===== config.mk =====
export PLATFORM = sky130hd
export DESIGN_NAME = wb_arbiter
export DESIGN_NICKNAME = d
export VERILOG_FILES = /design/src/rtl/rv_pkg.sv /design/src/rtl/wb_fifo.sv /design/src/rtl/wb_arbiter.sv
export SDC_FILE = /design/constraint.sdc
export NUM_CORES = 1
export LEC_CHECK = 0
export BUFFER_PORTS_ARGS = -buffer_cell sky130_fd_sc_hd__buf_2
export CORE_MARGIN = 5
export CORE_UTILIZATION = 57
export DETAILED_ROUTE_END_ITERATION = 10
export GPL_ROUTABILITY_DRIVEN = 0
export GPL_TIMING_DRIVEN = 0
export PLACE_DENSITY = 0.8
export SETUP_SLACK_MARGIN = 0.3
export SKIP_CTS_REPAIR_TIMING = 1
export SLEW_MARGIN = 20
export SYNTH_ARGS = -nofsm -noshare
export SYNTH_HDL_FRONTEND = slang
export SYNTH_SLANG_ARGS = --single-unit

===== constraint.sdc =====
create_clock -name clk -period 2.9 [get_ports clk]
set_clock_uncertainty 0.2 [all_clocks]
set_input_delay 0.145 -clock clk [delete_from_list [all_inputs] [get_ports clk]]
set_output_delay 0.145 -clock clk [all_outputs]
set_load 0.02 [all_outputs]

===== src/rtl/rv_pkg.sv =====
// Shared register-file writeback definitions: widths, register count,
// the hard-wired zero register, and the {rd, wd} writeback request record.
package rv_pkg;
    localparam int XLEN   = 32;
    localparam int REG_AW = 5;
    localparam int NREGS  = 2 ** REG_AW;

    localparam logic [REG_AW-1:0] ZERO_REG = '0;

    typedef struct packed {
        logic [REG_AW-1:0] rd;
        logic [XLEN-1:0]   wd;
    } wb_req_t;
endpackage


===== src/rtl/wb_fifo.sv =====
// Synchronous FIFO of writeback requests. Pointers carry one extra wrap bit
// so full and empty are distinguished without a separate occupancy counter.
// Push is ignored when full and pop is ignored when empty; storage is not
// reset, only the pointers are.
module wb_fifo
    import rv_pkg::*;
#(
    parameter int DEPTH = 4
) (
    input  logic    clk,
    input  logic    rst,
    input  logic    i_push,
    input  logic    i_pop,
    input  wb_req_t i_din,
    output wb_req_t o_dout,
    output logic    o_full,
    output logic    o_empty
);
    localparam int AW = $clog2(DEPTH);

    logic [AW:0] r_wr_ptr;
    logic [AW:0] r_rd_ptr;
    wb_req_t     r_mem [DEPTH];
    logic        w_do_push;
    logic        w_do_pop;

    assign o_empty   = (r_wr_ptr == r_rd_ptr);
    assign o_full    = (r_wr_ptr[AW] != r_rd_ptr[AW]) &&
                       (r_wr_ptr[AW-1:0] == r_rd_ptr[AW-1:0]);
    assign w_do_push = i_push && !o_full;
    assign w_do_pop  = i_pop && !o_empty;
    assign o_dout    = r_mem[r_rd_ptr[AW-1:0]];

    // Pointer advance; wrap is implicit in the power-of-two pointer width.
    always_ff @(posedge clk) begin
        if (rst) begin
            r_wr_ptr <= '0;
            r_rd_ptr <= '0;
        end else begin
            if (w_do_push) r_wr_ptr <= r_wr_ptr + 1'b1;
            if (w_do_pop)  r_rd_ptr <= r_rd_ptr + 1'b1;
        end
    end

    // Entry storage, written at the tail slot on an accepted push.
    always_ff @(posedge clk) begin
        if (w_do_push) r_mem[r_wr_ptr[AW-1:0]] <= i_din;
    end
endmodule


===== src/rtl/wb_arbiter.sv =====
// Register-file write-port arbiter. Source A (single-cycle writeback) always
// wins; source B (long-latency results, valid/ready) is queued in wb_fifo and
// drained whenever A is idle. A busy scoreboard tracks registers with pending
// B results so decode can stall, and waw_err latches write-after-write hazards.
// Build option WB_BYPASS_EN: when A is idle and the queue is empty, an accepted
// B result commits in its acceptance cycle instead of being queued.
module wb_arbiter
    import rv_pkg::*;
#(
    parameter int XLEN   = rv_pkg::XLEN,
    parameter int REG_AW = rv_pkg::REG_AW,
    parameter int DEPTH  = 4
) (
    input  logic              clk,
    input  logic              rst,
    input  logic              a_we,
    input  logic [REG_AW-1:0] a_rd,
    input  logic [XLEN-1:0]   a_wd,
    input  logic              b_valid,
    output logic              b_ready,
    input  logic [REG_AW-1:0] b_rd,
    input  logic [XLEN-1:0]   b_wd,
    input  logic              iss_valid,
    input  logic [REG_AW-1:0] iss_rd,
    input  logic [REG_AW-1:0] rs1,
    input  logic [REG_AW-1:0] rs2,
    output logic              busy_rs1,
    output logic              busy_rs2,
    output logic              regwrite,
    output logic [REG_AW-1:0] wr,
    output logic [XLEN-1:0]   wd,
    output logic              waw_err
);
    localparam int NR = 2 ** REG_AW;

    logic              w_a_act;
    logic              w_b_acc;
    logic              w_push;
    logic              w_pop;
    logic              w_byp;
    logic              w_full;
    logic              w_empty;
    logic              w_clr;
    logic [REG_AW-1:0] w_clr_rd;
    logic              w_iss_set;
    wb_req_t           w_push_req;
    wb_req_t           w_head;

    logic [NR-1:0]     r_busy;
    logic              r_waw_err;

    assign w_a_act    = a_we && (a_rd != ZERO_REG);
    // A head popping in the same cycle does not make room: ready is just !full.
    assign b_ready    = !rst && !w_full;
    assign w_b_acc    = b_valid && b_ready;
    assign w_push     = w_b_acc && (b_rd != ZERO_REG) && !w_byp;
    assign w_iss_set  = iss_valid && (iss_rd != ZERO_REG);
    assign w_push_req = '{rd: b_rd, wd: b_wd};

    assign busy_rs1   = !rst && r_busy[rs1] && (rs1 != ZERO_REG);
    assign busy_rs2   = !rst && r_busy[rs2] && (rs2 != ZERO_REG);
    assign waw_err    = r_waw_err;

    wb_fifo #(
        .DEPTH (DEPTH)
    ) u_fifo (
        .clk     (clk),
        .rst     (rst),
        .i_push  (w_push),
        .i_pop   (w_pop),
        .i_din   (w_push_req),
        .o_dout  (w_head),
        .o_full  (w_full),
        .o_empty (w_empty)
    );

    // Commit mux: A first, then the queue head, then (optionally) a bypassed B.
    always_comb begin
        regwrite = 1'b0;
        wr       = a_rd;
        wd       = a_wd;
        w_pop    = 1'b0;
        w_byp    = 1'b0;
        w_clr    = 1'b0;
        w_clr_rd = w_head.rd;
        if (!rst) begin
            if (w_a_act) begin
                regwrite = 1'b1;
            end else if (!w_empty) begin
                regwrite = 1'b1;
                wr       = w_head.rd;
                wd       = w_head.wd;
                w_pop    = 1'b1;
                w_clr    = 1'b1;
            end
`ifdef WB_BYPASS_EN
            else if (w_b_acc && (b_rd != ZERO_REG)) begin
                regwrite = 1'b1;
                wr       = b_rd;
                wd       = b_wd;
                w_byp    = 1'b1;
                w_clr    = 1'b1;
                w_clr_rd = b_rd;
            end
`endif
        end
    end

    // Busy scoreboard; the set is written last so it wins over a same-cycle clear.
    always_ff @(posedge clk) begin
        if (rst) begin
            r_busy <= '0;
        end else begin
            if (w_clr)     r_busy[w_clr_rd] <= 1'b0;
            if (w_iss_set) r_busy[iss_rd]   <= 1'b1;
        end
    end

    // Sticky WAW flag: A overwriting a pending register, or re-issuing to one.
    always_ff @(posedge clk) begin
        if (rst) begin
            r_waw_err <= 1'b0;
        end else if ((w_a_act && r_busy[a_rd]) || (w_iss_set && r_busy[iss_rd])) begin
            r_waw_err <= 1'b1;
        end
    end
endmodule


* Word-level counts from Yosys, hierarchy flattened *
Memories as Yosys holds them, arrays and structs flattened. A register that Yosys moved wholly into a read port is not among the register bits.
Cells that the tools add are included.

storage, ports and cells
  logic and storage cells = 75
  output and inout bits = 42
  memories kept = 1
  bits in writable memories = 148
  bits of input ports = 94
  bits in registers = 39

memories
  memory        words  bits a word  rd ports  clocked after memory_dff  write ports  RTL line       text
  u_fifo.r_mem  4      37           1         1                         1            wb_fifo.sv:23  wb_req_t r_mem [DEPTH];

cells by class
  equality and inequality tests = 3
  reduce and logical (&&, ||, !) cells = 25
  bitwise gates (word level) = 3
  add/sub/neg operators = 2
  order comparisons = 7
  multiplexer cells = 30

operators by type and width
  kind                                                                                  number
  32-bit 2-to-1 mux                                                                     6
  32-bit bitwise AND                                                                    1
  32-bit NOT                                                                            1
  32-bit bitwise OR                                                                     1
  5-bit by 6-bit < comparator with 1-bit output (second input constant)                 5
  5-bit nonzero test                                                                    5
  1-bit binary-select mux with 5-bit select                                             4
  1-bit logical AND                                                                     16
  5-bit 2-to-1 mux                                                                      3
  1-bit 2-to-1 mux                                                                      13
  1-bit demux with 5-bit select                                                         2
  5-bit by 1-bit greater-or-equal comparator with 1-bit output (second input constant)  2
  3-bit by 1-bit adder with 3-bit output (second input constant)                        2
  2-bit 2-to-1 mux                                                                      2
  3-bit equality test                                                                   1
  1-bit zero test                                                                       3
  2-bit equality test                                                                   1
  1-bit logical OR                                                                      1
  1-bit inequality test                                                                 1

* Longest topological paths before layout *
  depth after elaboration = 10
  mapped depth = 8
  mapped depth without buffers = 5

* Hierarchy *
A second synthesis with hierarchy kept.

second synthesis, totals
  cell total of the unflattened synthesis = 564
  area, all modules = 8914.8 µm²

by module, submodules not included
  module      cells an instance  sequential area each (µm²)  area an instance (µm²)  instances
  wb_fifo     261                4604.4                      5905.7                  1
  wb_arbiter  303                660.6                       3009.1                  1

* Worst setup path after synthesis *
Ideal clock, no wire load.

  kind = register -> register
  from = register u_fifo.r_wr_ptr[0]
  to = memory u_fifo.r_mem[0][0] (netlist bit), enable pin
  data required time = 2.302 ns
  cell stages (with the launch flop) = 5
  slack = 0.026 ns
  setup time = 0.398 ns
  clock period less this slack = 2.874 ns
  path buffers = 0
  data arrival time = 2.277 ns
  cells stage by stage = dfxtp_1 xnor2_1 a31oi_1 o211a_1 and2_1

on the way
  longest elaborated chain between the ends = 9

ends and longest elaborated chain
  element                                 RTL line          text
  start, declared                         wb_fifo.sv:21     logic [AW:0] r_wr_ptr;
  start signal, assigned                  wb_fifo.sv:40     if (w_do_push) r_wr_ptr <= r_wr_ptr + 1'b1;
  2-bit equality test                     wb_fifo.sv:29     (r_wr_ptr[AW-1:0] == r_rd_ptr[AW-1:0]);
  1-bit logical AND                       wb_fifo.sv:28     assign o_full = (r_wr_ptr[AW] != r_rd_ptr[AW]) &&
  1-bit zero test                         wb_arbiter.sv:54  assign b_ready = !rst && !w_full;
  1-bit logical AND                       wb_arbiter.sv:54
  via b_ready                             wb_arbiter.sv:20  output logic b_ready,
  1-bit logical AND                       wb_arbiter.sv:55  assign w_b_acc = b_valid && b_ready;
  1-bit logical AND                       wb_arbiter.sv:56  assign w_push = w_b_acc && (b_rd != ZERO_REG) && !w_byp;
  1-bit logical AND                       wb_fifo.sv:30     assign w_do_push = i_push && !o_full;
  1-bit 2-to-1 mux                        wb_fifo.sv:47     if (w_do_push) r_mem[r_wr_ptr[AW-1:0]] <= i_din;
  1-bit 2-to-1 mux (not written as such)  wb_fifo.sv:47
  end, declared                           wb_fifo.sv:23

The timed path passes the listed nets, and every way through them passes these cells.

* Worst setup path after layout *
  from = register u_fifo.r_wr_ptr[0]
  to = memory u_fifo.r_mem[0][3] (netlist bit), enable pin

on the way
  longest elaborated chain between the ends = 9

ends and longest elaborated chain
  element                                 RTL line
  2-bit equality test                     wb_fifo.sv:29
  1-bit logical AND                       wb_fifo.sv:28
  1-bit zero test                         wb_fifo.sv:30, wb_arbiter.sv:54
  1-bit logical AND                       wb_arbiter.sv:54
  1-bit logical AND                       wb_arbiter.sv:55
  1-bit logical AND                       wb_arbiter.sv:56
  1-bit logical AND                       wb_fifo.sv:30
  1-bit 2-to-1 mux                        wb_fifo.sv:47
  1-bit 2-to-1 mux (not written as such)  wb_fifo.sv:47

Several ways; a longest one is shown, not always the timed one.

==> flow_summary.ini <==
[status]
outcome = complete, no violations

[power_and_ir_drop]
internal-power_uw = 4808
seq_power_share_pct = 46.9
p_per_area_nw_per_um2 = 589.1
power_frac_clock_pct = 35.5
swShare_pct = 25.39
irDropWorstVdd_uv = 482.9
leakage_uw = 0.003855
p_switching_uw = 1636
comb_power_share_pct = 17.7
power.total_uw = 6444

[drt]
drc = 0
wl_per_cell_um = 23.23
drt_first_pass_iters = 5
vias_per_cell = 6.407
totalWireLength_um = 21720
drt_iter0_drc = 568
ant_nets = 0
via_count = 5991

[clocking]
path_clk_slew_ns = 0.07
cts.sinks = 189
numCtsBuffers = 17
cts_root_buf = clkbuf_16
clkLatencyLatePin_ns = 0.43
cts_max_path_buffers = 2
h-tree-depth = 4
cts_tree = yes

[setup_path]
r2r_end = u_fifo.r_mem[0][3]
startpoint = u_fifo.r_wr_ptr[0]
reg2reg_from = u_fifo.r_wr_ptr[0]
path_cells = xnor2_2 > a31oi_1 > o211a_1 > and2_2
setup.worst_path.end = u_fifo.r_mem[0][3]
reg2reg_depth = 4
crit_type = register to register
critPathLaunchType = register
cp_max_fo = 37
crit_slowest_cell = and2_2
cp_data_required_time_ns = 2.76
critPathArrivalTime_ns = 2.47
slowest_delay_ns = 0.86
r2r_slack_ns = 0.29
end_kind = register

[layout]
syn_to_final_growth_pct = 24.26
layoutNonFillerInstCount = 935
layout-drive-gt1-share_pct = 40.43
antenna_cells = 0
nets = 833

[timing]
fin_ws_ns = 0.2881
finalSetupTns_ns = 0
rsz0062_at_grt = true
worstMarginPinSlew_ns = 1.056
hold_violations = 0
drv_slew = 0
setup_viol_count_final = 0
hold_slack_ns = 0.003216
max_freq_mhz = 382.9
period_minus_slack_ns = 2.612
relSlewSlack_pct = 29.58
fin_crit_sh_pct = 90.07

[logic_synthesis]
avgSynthCellArea_um2 = 16.58
synth_commonest_cells = edfxtp_1, mux4_2, dfxtp_1
yosys_most_used_dff = edfxtp_1
syn_inst = 531
synth_cell_types = 59
postSynth.asyncResetShare_pct = 0
netlist_area_um2 = 8803
ys.warnings.count = 0
yosysTopAreaCell = edfxtp_1
synth_edf_count = 148
syn-num-nets = 630
seq_area_frac_synth_pct = 59.81
synthMostInstantiatedCell = edfxtp_1
synth.area.top_cells = edfxtp_1, mux4_2, dfxtp_1
synth_top_area_share_pct = 50.48
synth_seq_cells = 189

[die]
die-area_um2 = 18030
start_util_pct = 57.91
die_w_um = 134.3
core_area_um2 = 15200
fp-row-count = 45
die_h_um = 134.3
io_pins = 136

[global_routing]
gr-total-overflow = 0
antenna_found_initial = 0
grt_max_degree = 39
grt.total_usage_pct = 23.48
grt_pass1_vias = 6041
grt_pass1_wl_um = 32240

[place]
io_buffers = 127
numPlacedInstances = 846
post-place-ws_ns = 0.09154
dp_hpwl_um = 13750

[run]
cap_violations = 0

[min_path]
worstHoldPathType = input pin to register
[routing by layer]
layer  global-route usage [%]  vias to the layer above  wire [um]
met5                        0                        -          0
met4                    9.729                        0        627
met3                    5.289                       71       1771
met2                    40.50                      346      11440
met1                    28.73                     2981       7880
li1                         -                     2593          -
[metrics by stage]
| step | utilization (%) | cell area [um^2] |
|---|---|---|
| 3_5_place_dp | 63.67 | 9679 |
| 6_report | 71.96 | 10940 |
| 5_1_grt | 71.96 | 10940 |
| 3_3_place_gp | 63.67 | 9679 |
| 2_1_floorplan | - | 8808 |
| 4_1_cts | 67.44 | 10250 |
[cell families after synthesis]
family / after synthesis / share of synthesized area, %
compound gates: 56 / 5.643
buf+inv: 48 / 2.473
fa+ha+maj: 5 / 0.7106
mux: 117 / 23.52
flops: 189 / 59.81
simple gates: 109 / 7.149
xor+xnor: 7 / 0.6964
[power groups by stage]
| stage | combinational [uW] | clock [uW] | sequential, uW |
|---|---|---|---|
| 3_5_place_dp | 953 | 0 | 3070 |
| 4_1_cts | 966 | 2280 | 3010 |
| 6_report | 1140 | 2280 | 3020 |
| 3_3_place_gp | 938 | 0 | 3060 |
| 5_1_grt | 1220 | 2410 | 3020 |
| 2_1_floorplan | 662 | 0 | 3060 |
[registers in the layout, indices dropped and copies added, names as in the netlist, named ones only]
register / flops
waw_err: 1
u_fifo.r_wr_ptr: 3
u_fifo.r_mem: 148
u_fifo.r_rd_ptr: 3
r_busy: 32
[critical path: cells and delay by family, from the launching register on]
kind	cells	cell delay, ns
AND/OR/NAND/NOR	1	0.86
AO/OA/AOI/OAI	2	0.63
flip-flops	1	0.37
XOR/XNOR	1	0.16
[how the worst min path moves through the flow]
stage | slack, ns | startpoint | to | cells past startpoint
floorplan | 0.04 | b_wd[0] | u_fifo.r_mem[0][0] | 0
global placement | 0.15 | b_wd[7] | u_fifo.r_mem[1][7] | 1
detailed placement | 0.16 | b_wd[27] | u_fifo.r_mem[2][27] | 1
CTS | -0.29 | b_wd[13] | u_fifo.r_mem[3][13] | 1
global route | 0.05 | rst | r_busy[12] | 3
finish | 0.003 | iss_valid | waw_err | 4
[placed cells by master, fill, tap and decap left out, types with 18 or more instances in the layout]
cell | netlist | layout
a32o_1 | 20 | 20
buf_2 | 9 | 131
buf_4 | 3 | 18
clkbuf_16 | 0 | 18
dfxtp_1 | 41 | 36
dlygate4sd3_1 | 0 | 38
edfxtp_1 | 148 | 148
mux2_1 | 31 | 31
mux4_2 | 68 | 68
nand3_1 | 31 | 31
[cell type report]
cell class              instances  area, um^2
inverters                      12       45.04
repair buffers                184        1195
multi-input cells             294        3367
flip-flops and latches        189        5274
clock inverters                13       140.1
plain buffers                  36       250.2
fillers                       938        4263
well taps                     188       235.2
clock buffers                  19       432.9
(Power assumes the default switching activity.)
